`src/rtl/voice_allocator.sv`:
```
// Polyphonic voice allocator: serial note-on/off events are scanned against VOICES slots and committed.
// Optional macro VOICE_STEAL_EN: a note-on with no matching or free voice steals the oldest gated voice.
module voice_allocator #(
    parameter int VOICES = 4,
    parameter int AGE_W  = 4
) (
    input  logic                clk,
    input  logic                reset,
    input  logic                ev_valid,
    output logic                ev_ready,
    input  logic                ev_on,
    input  logic [7:0]          ev_note,
    output logic [8*VOICES-1:0] voice_note,
    output logic [VOICES-1:0]   voice_gate,
    output logic [VOICES-1:0]   voice_retrig,
    output logic                drop
);
    // state  | meaning
    // IDLE   | ready for an event
    // SCAN   | one voice per cycle, building match/free/oldest trackers
    // COMMIT | apply the event to the chosen voice, pulse retrig or drop
    localparam int IDX_W = (VOICES > 1) ? $clog2(VOICES) : 1;

    typedef enum logic [1:0] {IDLE, SCAN, COMMIT} state_t;

    state_t           state;
    logic [IDX_W-1:0] idx;
    logic [IDX_W-1:0] match_idx;
    logic [IDX_W-1:0] free_idx;
    logic [IDX_W-1:0] target;
    logic             match_found;
    logic             free_found;
    logic             has_target;
    logic             ev_on_q;
    logic [7:0]       ev_note_q;
    logic [AGE_W-1:0] age [VOICES];
    logic [7:0]       scan_note;
    logic             scan_gate;
`ifdef VOICE_STEAL_EN
    logic [IDX_W-1:0] old_idx;
    logic [AGE_W-1:0] old_age;
    logic             old_found;
    logic [AGE_W-1:0] scan_age;

    assign scan_age = age[idx];
`endif

    assign ev_ready  = (state == IDLE) && !reset;
    assign scan_note = voice_note[8*idx +: 8];
    assign scan_gate = voice_gate[idx];

    always_comb begin
        has_target = 1'b0;
        target     = '0;
        if (match_found) begin
            has_target = 1'b1;
            target     = match_idx;
        end else if (free_found) begin
            has_target = 1'b1;
            target     = free_idx;
        end
`ifdef VOICE_STEAL_EN
        else if (old_found) begin
            has_target = 1'b1;
            target     = old_idx;
        end
`endif
    end

    always_ff @(posedge clk) begin
        if (reset) begin
            state        <= IDLE;
            idx          <= '0;
            match_idx    <= '0;
            free_idx     <= '0;
            match_found  <= 1'b0;
            free_found   <= 1'b0;
            ev_on_q      <= 1'b0;
            ev_note_q    <= '0;
            voice_note   <= '0;
            voice_gate   <= '0;
            voice_retrig <= '0;
            drop         <= 1'b0;
            for (int i = 0; i < VOICES; i++) age[i] <= '0;
`ifdef VOICE_STEAL_EN
            old_idx      <= '0;
            old_age      <= '0;
            old_found    <= 1'b0;
`endif
        end else begin
            voice_retrig <= '0;
            drop         <= 1'b0;
            case (state)
                IDLE: begin
                    if (ev_valid) begin
                        ev_on_q     <= ev_on;
                        ev_note_q   <= ev_note;
                        idx         <= '0;
                        match_found <= 1'b0;
                        free_found  <= 1'b0;
`ifdef VOICE_STEAL_EN
                        old_found   <= 1'b0;
`endif
                        state       <= SCAN;
                    end
                end
                SCAN: begin
                    if (scan_gate && (scan_note == ev_note_q) && !match_found) begin
                        match_found <= 1'b1;
                        match_idx   <= idx;
                    end
                    if (!scan_gate && !free_found) begin
                        free_found <= 1'b1;
                        free_idx   <= idx;
                    end
`ifdef VOICE_STEAL_EN
                    // strict compare keeps the lowest index on equal ages
                    if (scan_gate && (!old_found || (scan_age > old_age))) begin
                        old_found <= 1'b1;
                        old_idx   <= idx;
                        old_age   <= scan_age;
                    end
`endif
                    if (idx == IDX_W'(VOICES - 1)) state <= COMMIT;
                    else idx <= idx + 1'b1;
                end
                COMMIT: begin
                    state <= IDLE;
                    if (ev_note_q[7]) begin
                        drop <= 1'b1;
                    end else if (ev_on_q) begin
                        if (has_target) begin
                            for (int i = 0; i < VOICES; i++)
                                if (voice_gate[i] && (age[i] != '1)) age[i] <= age[i] + 1'b1;
                            // later assignment overrides the loop for the target itself
                            age[target]               <= '0;
                            voice_note[8*target +: 8] <= ev_note_q;
                            voice_gate[target]        <= 1'b1;
                            voice_retrig[target]      <= 1'b1;
                        end else begin
                            drop <= 1'b1;
                        end
                    end else if (match_found) begin
                        voice_gate[match_idx] <= 1'b0;
                    end else begin
                        drop <= 1'b1;
                    end
                end
                default: state <= IDLE;
            endcase
        end
    end
endmodule

```
`config.mk`:
```
export PLATFORM = sky130hd
export DESIGN_NAME = voice_allocator
export DESIGN_NICKNAME = d
export VERILOG_FILES = /design/src/rtl/voice_allocator.sv
export SDC_FILE = /design/constraint.sdc
export NUM_CORES = 1
export LEC_CHECK = 0
export ABC_CLOCK_PERIOD_IN_PS = 1800
export BUFFER_PORTS_ARGS = -buffer_cell sky130_fd_sc_hd__buf_2
export CAP_MARGIN = 20
export CORE_ASPECT_RATIO = 1.2
export CORE_UTILIZATION = 49
export CTS_BUF_LIST = sky130_fd_sc_hd__clkbuf_16
export DETAILED_ROUTE_END_ITERATION = 8
export GPL_TIMING_DRIVEN = 0
export HOLD_SLACK_MARGIN = 0.02
export MAX_ROUTING_LAYER = met4
export PLACE_DENSITY = 0.84
export SLEW_MARGIN = 20
export SYNTH_ARGS = -nofsm -noshare
export SYNTH_HDL_FRONTEND = slang
export SYNTH_SLANG_ARGS = --single-unit
```
`constraint.sdc`:
```
create_clock -name clk -period 1.8 [get_ports clk]
set_input_delay 0.36 -clock clk [delete_from_list [all_inputs] [get_ports clk]]
set_output_delay 0.36 -clock clk [all_outputs]
set_load 0.03 [all_outputs]
```
### Word level (Yosys, flattened, before mapping)

Index checks and enable logic that the tools add are counted.

| storage, ports and cells | value |
|---|---|
| bits in registers | 60 |
| output and inout bits | 42 |
| logic and storage cells | 92 |

| operators by class | value |
|---|---|
| bitwise logic cells | 7 |
| equal/unequal tests | 10 |
| add/subtract/negate cells | 2 |
| multiplexer cells | 29 |
| reductions and logical operators | 24 |
| order comparisons | 5 |
| shift operators | 3 |

Operator list:

| cell | number |
|---|---|
| negation 5 -> 34 bit | 1 |
| variable shift 8 x 34 -> 32 bit, first input constant | 1 |
| indexed part select 8 x 34 -> 32 bit | 1 |
| bitwise mux 32 bit | 1 |
| indexed part select 32 x 6 -> 8 bit | 1 |
| two-way mux 1 bit | 12 |
| two-way mux 2 bit | 6 |
| two-way mux 4 bit | 3 |
| inequality test 2 bit, second input constant | 6 |
| less-than comparator 2 x 3 -> 1 bit, second input constant | 3 |
| AND reduction 3 bit | 3 |
| == test 8 bit | 1 |
| one-hot mux 2 bit (2 select lines) | 2 |
| AND reduction 2 bit | 4 |
| AND reduction 4 bit | 2 |
| logical AND 1 bit | 6 |
| OR reduction 5 bit | 1 |
| AND 4 bit | 1 |
| demux 1 bit (select 2 bit) | 2 |
| == test 2 bit, second input constant | 2 |
| greater-or-equal comparator 2 x 1 -> 1 bit, second input constant | 2 |
| zero test 1 bit | 4 |
| NOT 1 bit | 4 |
| NOT 4 bit | 1 |
| other kinds (8) | 10 |

### Longest topological paths before layout

| logic depth | value |
|---|---|
| depth after elaboration | 9 |
| depth in mapped cells | 10 |
| depth with buffers taken out | 8 |

### Worst setup path after synthesis

Ideal clock, no wire load.

| timing path | value |
|---|---|
| path type | reg2reg |
| from | reg idx[0] |
| to | reg match_idx[0] |
| cell stages (with the launch flop) | 7 |
| arrival time | 1779 ps |
| period minus slack after synthesis | 1911 ps |
| buffers on the path | 1 |
| library setup time | 131 ps |
| slack | -111 ps |
| path through | dfxtp_1 -> buf_6 -> mux4_2 -> xor2_1 -> nor4_2 -> o2111ai_1 -> mux2i_1 |

| on the way | value |
|---|---|
| cells in the longest elaborated chain, start to end | 5 |
| elaborated cells between the ends (all ways) | 7 |
| classes of those cells | eq/ne: 1; shift: 1; mux: 2; reduce/logical: 3 |

Ends and longest elaborated chain:

| element | line | text |
|---|---|---|
| start, declared | 27 | `logic [IDX_W-1:0] idx;` |
| start signal, assigned | 125 | `else idx <= idx + 1'b1;` |
| indexed part select 32 x 6 -> 8 bit / binary-select mux 1 bit (select 2 bit) (equally long branches) | 49, 50 |  |
| == test 8 bit / two-way mux 1 bit (equally long branches) | 108, 50 |  |
| logical AND 1 bit (2 in series) | 108 | `if (scan_gate && (scan_note == ev_note_q) && !match_found) begin` |
| AND reduction 2 bit (no source line) | - |  |
| end signal, assigned | 110 | `match_idx <= idx;` |
| end, declared | 28 | `logic [IDX_W-1:0] match_idx;` |

Several ways; a longest one is shown, not always the timed one. The select of a mux whose other input is x is not followed.
A chain may end at the register's enable or synchronous reset.

### Worst setup path in the final report

Ends and elaborated chain as after synthesis.

==> results.txt <==
----------------------------------------------------
[STA]
  Final setup violation count ... 10
  Relative slew slack ... 59.21%
  Max-slew violation count ... 0
  Slew @ Worst Pin ... 611.8 ps
  Unrepaired setup endpoints after global routing ... yes
  Worst clock skew ... 7.724 ps
  Final worst setup slack ... -222.2 ps
  Part of the cycle the worst path needs ... 112.3%
  Final-report hold violation count ... 0
  Maximum frequency from static timing analysis ... 494.5 MHz
  Post-layout min period ... 2022 ps

[Setup path]
  Required arrival time at the worst endpoint ... 2010 ps
  Length in cells of the worst reg-to-reg path ... 6
  Startpoint type of the worst setup path ... flop
  Kind of critical path ... flop to flop
  Critical path arrival ... 2230 ps
  Critical path fanouts, max ... 4
  Endpoint class of the critical path ... flop

[Drt]
  DR iter-0 viols ... 269
  Vias ... 2673
  Avg WL per Cell ... 19.56 µm
  Number of vias per cell after detailed routing ... 6.048
  First-pass DRT Iterations ... 5
  Number of remaining DRC errors ... 0
  Routed wire length ... 8644 µm
  DRT antenna net count ... 0

[Yosys]
  Number of instances in the synthesized netlist ... 292
  Synth Register Bits ... 60
  Largest area contributor in the netlist ... sky130_fd_sc_hd__dfxtp_1
  Post-synthesis instance area ... 2754 µm²
  Number of nets produced by synthesis ... 313
  Async set or reset register ratio after synthesis ... 0%
  Post-synth EDFFs ... 0
  Dominant register cell in the synthesized netlist ... sky130_fd_sc_hd__dfxtp_1
  Proportion of synthesized chip area in sequential cells ... 43.62%
  Total of warnings raised by yosys ... 0
  Avg Cell Area, Syn ... 9.431 µm²
  Area share of the leading cell type in the synthesized netlist ... 43.62%
  Number of distinct library cells after synthesis ... 43
  Area contributors post-synth ... sky130_fd_sc_hd__dfxtp_1, sky130_fd_sc_hd__a22oi_1, sky130_fd_sc_hd__nor2_1

[Cells and area]
  Proportion of layout cells with a drive suffix above 1 ... 41.58%
  Core Util, Final ... 72.23%
  Post-layout instance count excluding filler cells ... 442
  Number of antenna repair diodes ... 0
  Synthesis-to-finish area growth ... 39.89%
  Layout Nets ... 397

[Clock tree]
  Clock tree from TritonCTS ... yes
  Maximum level of the CTS H-tree ... 3
  TritonCTS buffer count ... 9
  Max Root-Sink Buffers ... 2
  Num Clock Sinks ... 60
  Number of hold buffers added after CTS ... 0
  Clock root buffer ... sky130_fd_sc_hd__clkbuf_16
  Clock transition at the registers of the reported paths ... 50 ps
  Later-pin clock latency in the skew report ... 330 ps

[Power]
  Power density over the cells ... 860.6 nW/µm²
  Leak ... 0.001620 µW
  Peak supply drop ... 0.6451 mV

[GRT]
  Pin count of the biggest net entering global routing ... 11
  Wire length of the first global-routing pass ... 12260 µm
  Aggregate global routing overflow ... 0
  Number of antenna violations at the first check in global routing ... 0
  Via count of the first global-routing pass ... 2507
  Tot GR Track Use ... 28.17%

[Placed design]
  Setup Slack @ Placement ... -363.8 ps
  Global placer's final weighted congestion ... 0.8995
  I/O Buffers ... 53
  Half-perimeter wire length of the detailed placement result ... 5113 µm
  Cell Count Post-Placement ... 407

[Run status]
  Status ... finished, violations left
  Failing checks ... negative setup slack

[Floorplanning]
  Count of pins on the block boundary ... 54
  Die extent in y ... 84.13 µm
  Die width ... 70.44 µm
  Starting utilization of the core area ... 51.63%
  Die Footprint ... 5925 µm²
  Number of rows in the core area ... 29
  Core footprint ... 5334 µm²

[Worst hold path]
  Cells on Worst Hold Path ... 3
  Tightest Hold Check Type ... primary input to flop

[Run]
  Number of max-cap violations ... 0

----------------------------------------------------
-- kinds of logic (layout without fill, tap and decap cells) --
family                     count (synthesis)  after routing  share of synthesized area [%]
muxes                                     17             17                          9.041
AOI/OAI and AO/OA                         57             57                          14.58
adders and majority gates                  9              9                          4.089
DFF                                       60             60                          43.62
xor gates and xnor gates                   8              8                          2.544
buffers and inverters                     26            114                          4.135
and+or+nand+nor                          115            115                          21.99
-- state kept, by name, summed over array words and instances, names as in the netlist --
| register | count |
|---|---|
| voice_note | 32 |
| ev_on_q | 1 |
| ev_note_q | 8 |
| voice_gate | 4 |
| match_found | 1 |
| idx | 2 |
| drop | 1 |
| voice_retrig | 4 |
| free_found | 1 |
| state | 2 |
| match_idx | 2 |
| free_idx | 2 |
-- final timing paths --
| check | startpoint | to | slack, ps |
|---|---|---|---|
| worst max-delay path | idx[0]$_SDFFE_PP0P_ | match_idx[0]$_SDFFE_PP0P_ | -220 |
| worst min register to register | voice_note[27]$_SDFFE_PP0P_ | voice_note[27]$_SDFFE_PP0P_ | 520 |
| worst min-delay path | ev_note[5] | ev_note_q[5]$_SDFFE_PP0P_ | 280 |
| worst max register to register | idx[0]$_SDFFE_PP0P_ | match_idx[0]$_SDFFE_PP0P_ | -220 |
-- layer usage --
metal / routed length (µm) / global-route usage, % / vias to the layer above
met2: 4374 / 45.97 / 167
met3: 664 / 8.092 / 21
met1: 3359 / 30.98 / 1286
li1: - / - / 1199
met5: 0 / - / -
met4: 245 / 14.36 / 0
-- worst max-delay path, cell delays in order, from the launching register on --
cell and delay, ps:
sky130_fd_sc_hd__dfxtp_4 380, sky130_fd_sc_hd__buf_6 100, sky130_fd_sc_hd__mux4_2 530, sky130_fd_sc_hd__xor2_2 190, sky130_fd_sc_hd__nor4_4 340, sky130_fd_sc_hd__o2111ai_4 200, sky130_fd_sc_hd__mux2i_1 160
-- synthesized netlist by cell type (2+ instances only) --
master,count
sky130_fd_sc_hd__xnor2_1,2
sky130_fd_sc_hd__and4_1,2
sky130_fd_sc_hd__xor2_1,6
sky130_fd_sc_hd__nor2b_1,3
sky130_fd_sc_hd__mux4_1,4
sky130_fd_sc_hd__clkbuf_1,15
sky130_fd_sc_hd__nor3_1,6
sky130_fd_sc_hd__mux2i_1,11
sky130_fd_sc_hd__nand2b_1,6
sky130_fd_sc_hd__nand2_1,31
sky130_fd_sc_hd__ha_1,9
sky130_fd_sc_hd__a22oi_1,34
sky130_fd_sc_hd__nand3_1,2
sky130_fd_sc_hd__and3b_1,4
sky130_fd_sc_hd__o21a_1,3
sky130_fd_sc_hd__dfxtp_1,60
sky130_fd_sc_hd__buf_2,4
sky130_fd_sc_hd__inv_1,5
sky130_fd_sc_hd__nor2_1,42
sky130_fd_sc_hd__a21oi_1,12
sky130_fd_sc_hd__and2_1,9
-- repair_timing --
| item | CTS | global route |
|---|---|---|
| pin swaps | 9 | 17 |
| endpoints found under the setup margin | 43 | 40 |
| gates resized for setup | 36 | 41 |
| buffers inserted | 9 | 15 |
| gates cloned | 0 | 0 |
-- cells in the final DEF (no fill, tap or decap), types with 3 or more instances in the layout --
cell type,count
sky130_fd_sc_hd__buf_2,53
sky130_fd_sc_hd__nand2_2,5
sky130_fd_sc_hd__buf_4,20
sky130_fd_sc_hd__nand2b_1,4
sky130_fd_sc_hd__clkbuf_1,9
sky130_fd_sc_hd__nand2_1,25
sky130_fd_sc_hd__mux2i_1,11
sky130_fd_sc_hd__a21oi_1,12
sky130_fd_sc_hd__dfxtp_2,8
sky130_fd_sc_hd__clkbuf_16,10
sky130_fd_sc_hd__ha_4,3
sky130_fd_sc_hd__a22oi_1,23
sky130_fd_sc_hd__a22oi_2,11
sky130_fd_sc_hd__nor2_1,41
sky130_fd_sc_hd__buf_6,8
sky130_fd_sc_hd__mux4_2,5
sky130_fd_sc_hd__nor2b_1,3
sky130_fd_sc_hd__dfxtp_1,48
sky130_fd_sc_hd__dfxtp_4,4
sky130_fd_sc_hd__xor2_1,5
sky130_fd_sc_hd__and2_1,8
sky130_fd_sc_hd__ha_1,5
sky130_fd_sc_hd__and3b_1,4
sky130_fd_sc_hd__nor3_1,5
-- per-stage QoR --
| stage | hold WS, ps | cell area (µm²) | setup TNS (ps) | power [µW] |
|---|---|---|---|---|
| floorplan | 460.2 | 2770 | 0 | 1516 |
| global placement | 477.4 | 3113 | -8059 | 1565 |
| detailed placement | 485.5 | 3113 | -10320 | 1572 |
| CTS | 268.3 | 3582 | -772.1 | 3290 |
| global route | 282.7 | 3852 | -2072 | 3415 |
| finish | 281.7 | 3852 | -1023 | 3316 |
-- area by class of cell --
type,instances,area (µm²)
clock buffer,10,250.2
clock inverter,5,50.05
timing repair buffer,77,460.4
sequential,60,1226
tap,62,77.57
multi-input combinational,206,1643
fill,361,1481
inverter,5,27.53
buffer,17,117.6
-- report_power, final --
group / switching [µW] / internal, µW
combinational: 125 / 97.8
sequential: 29.3 / 1350
clock: 584 / 1130
Note: power is estimated with default switching activity, not from simulation.
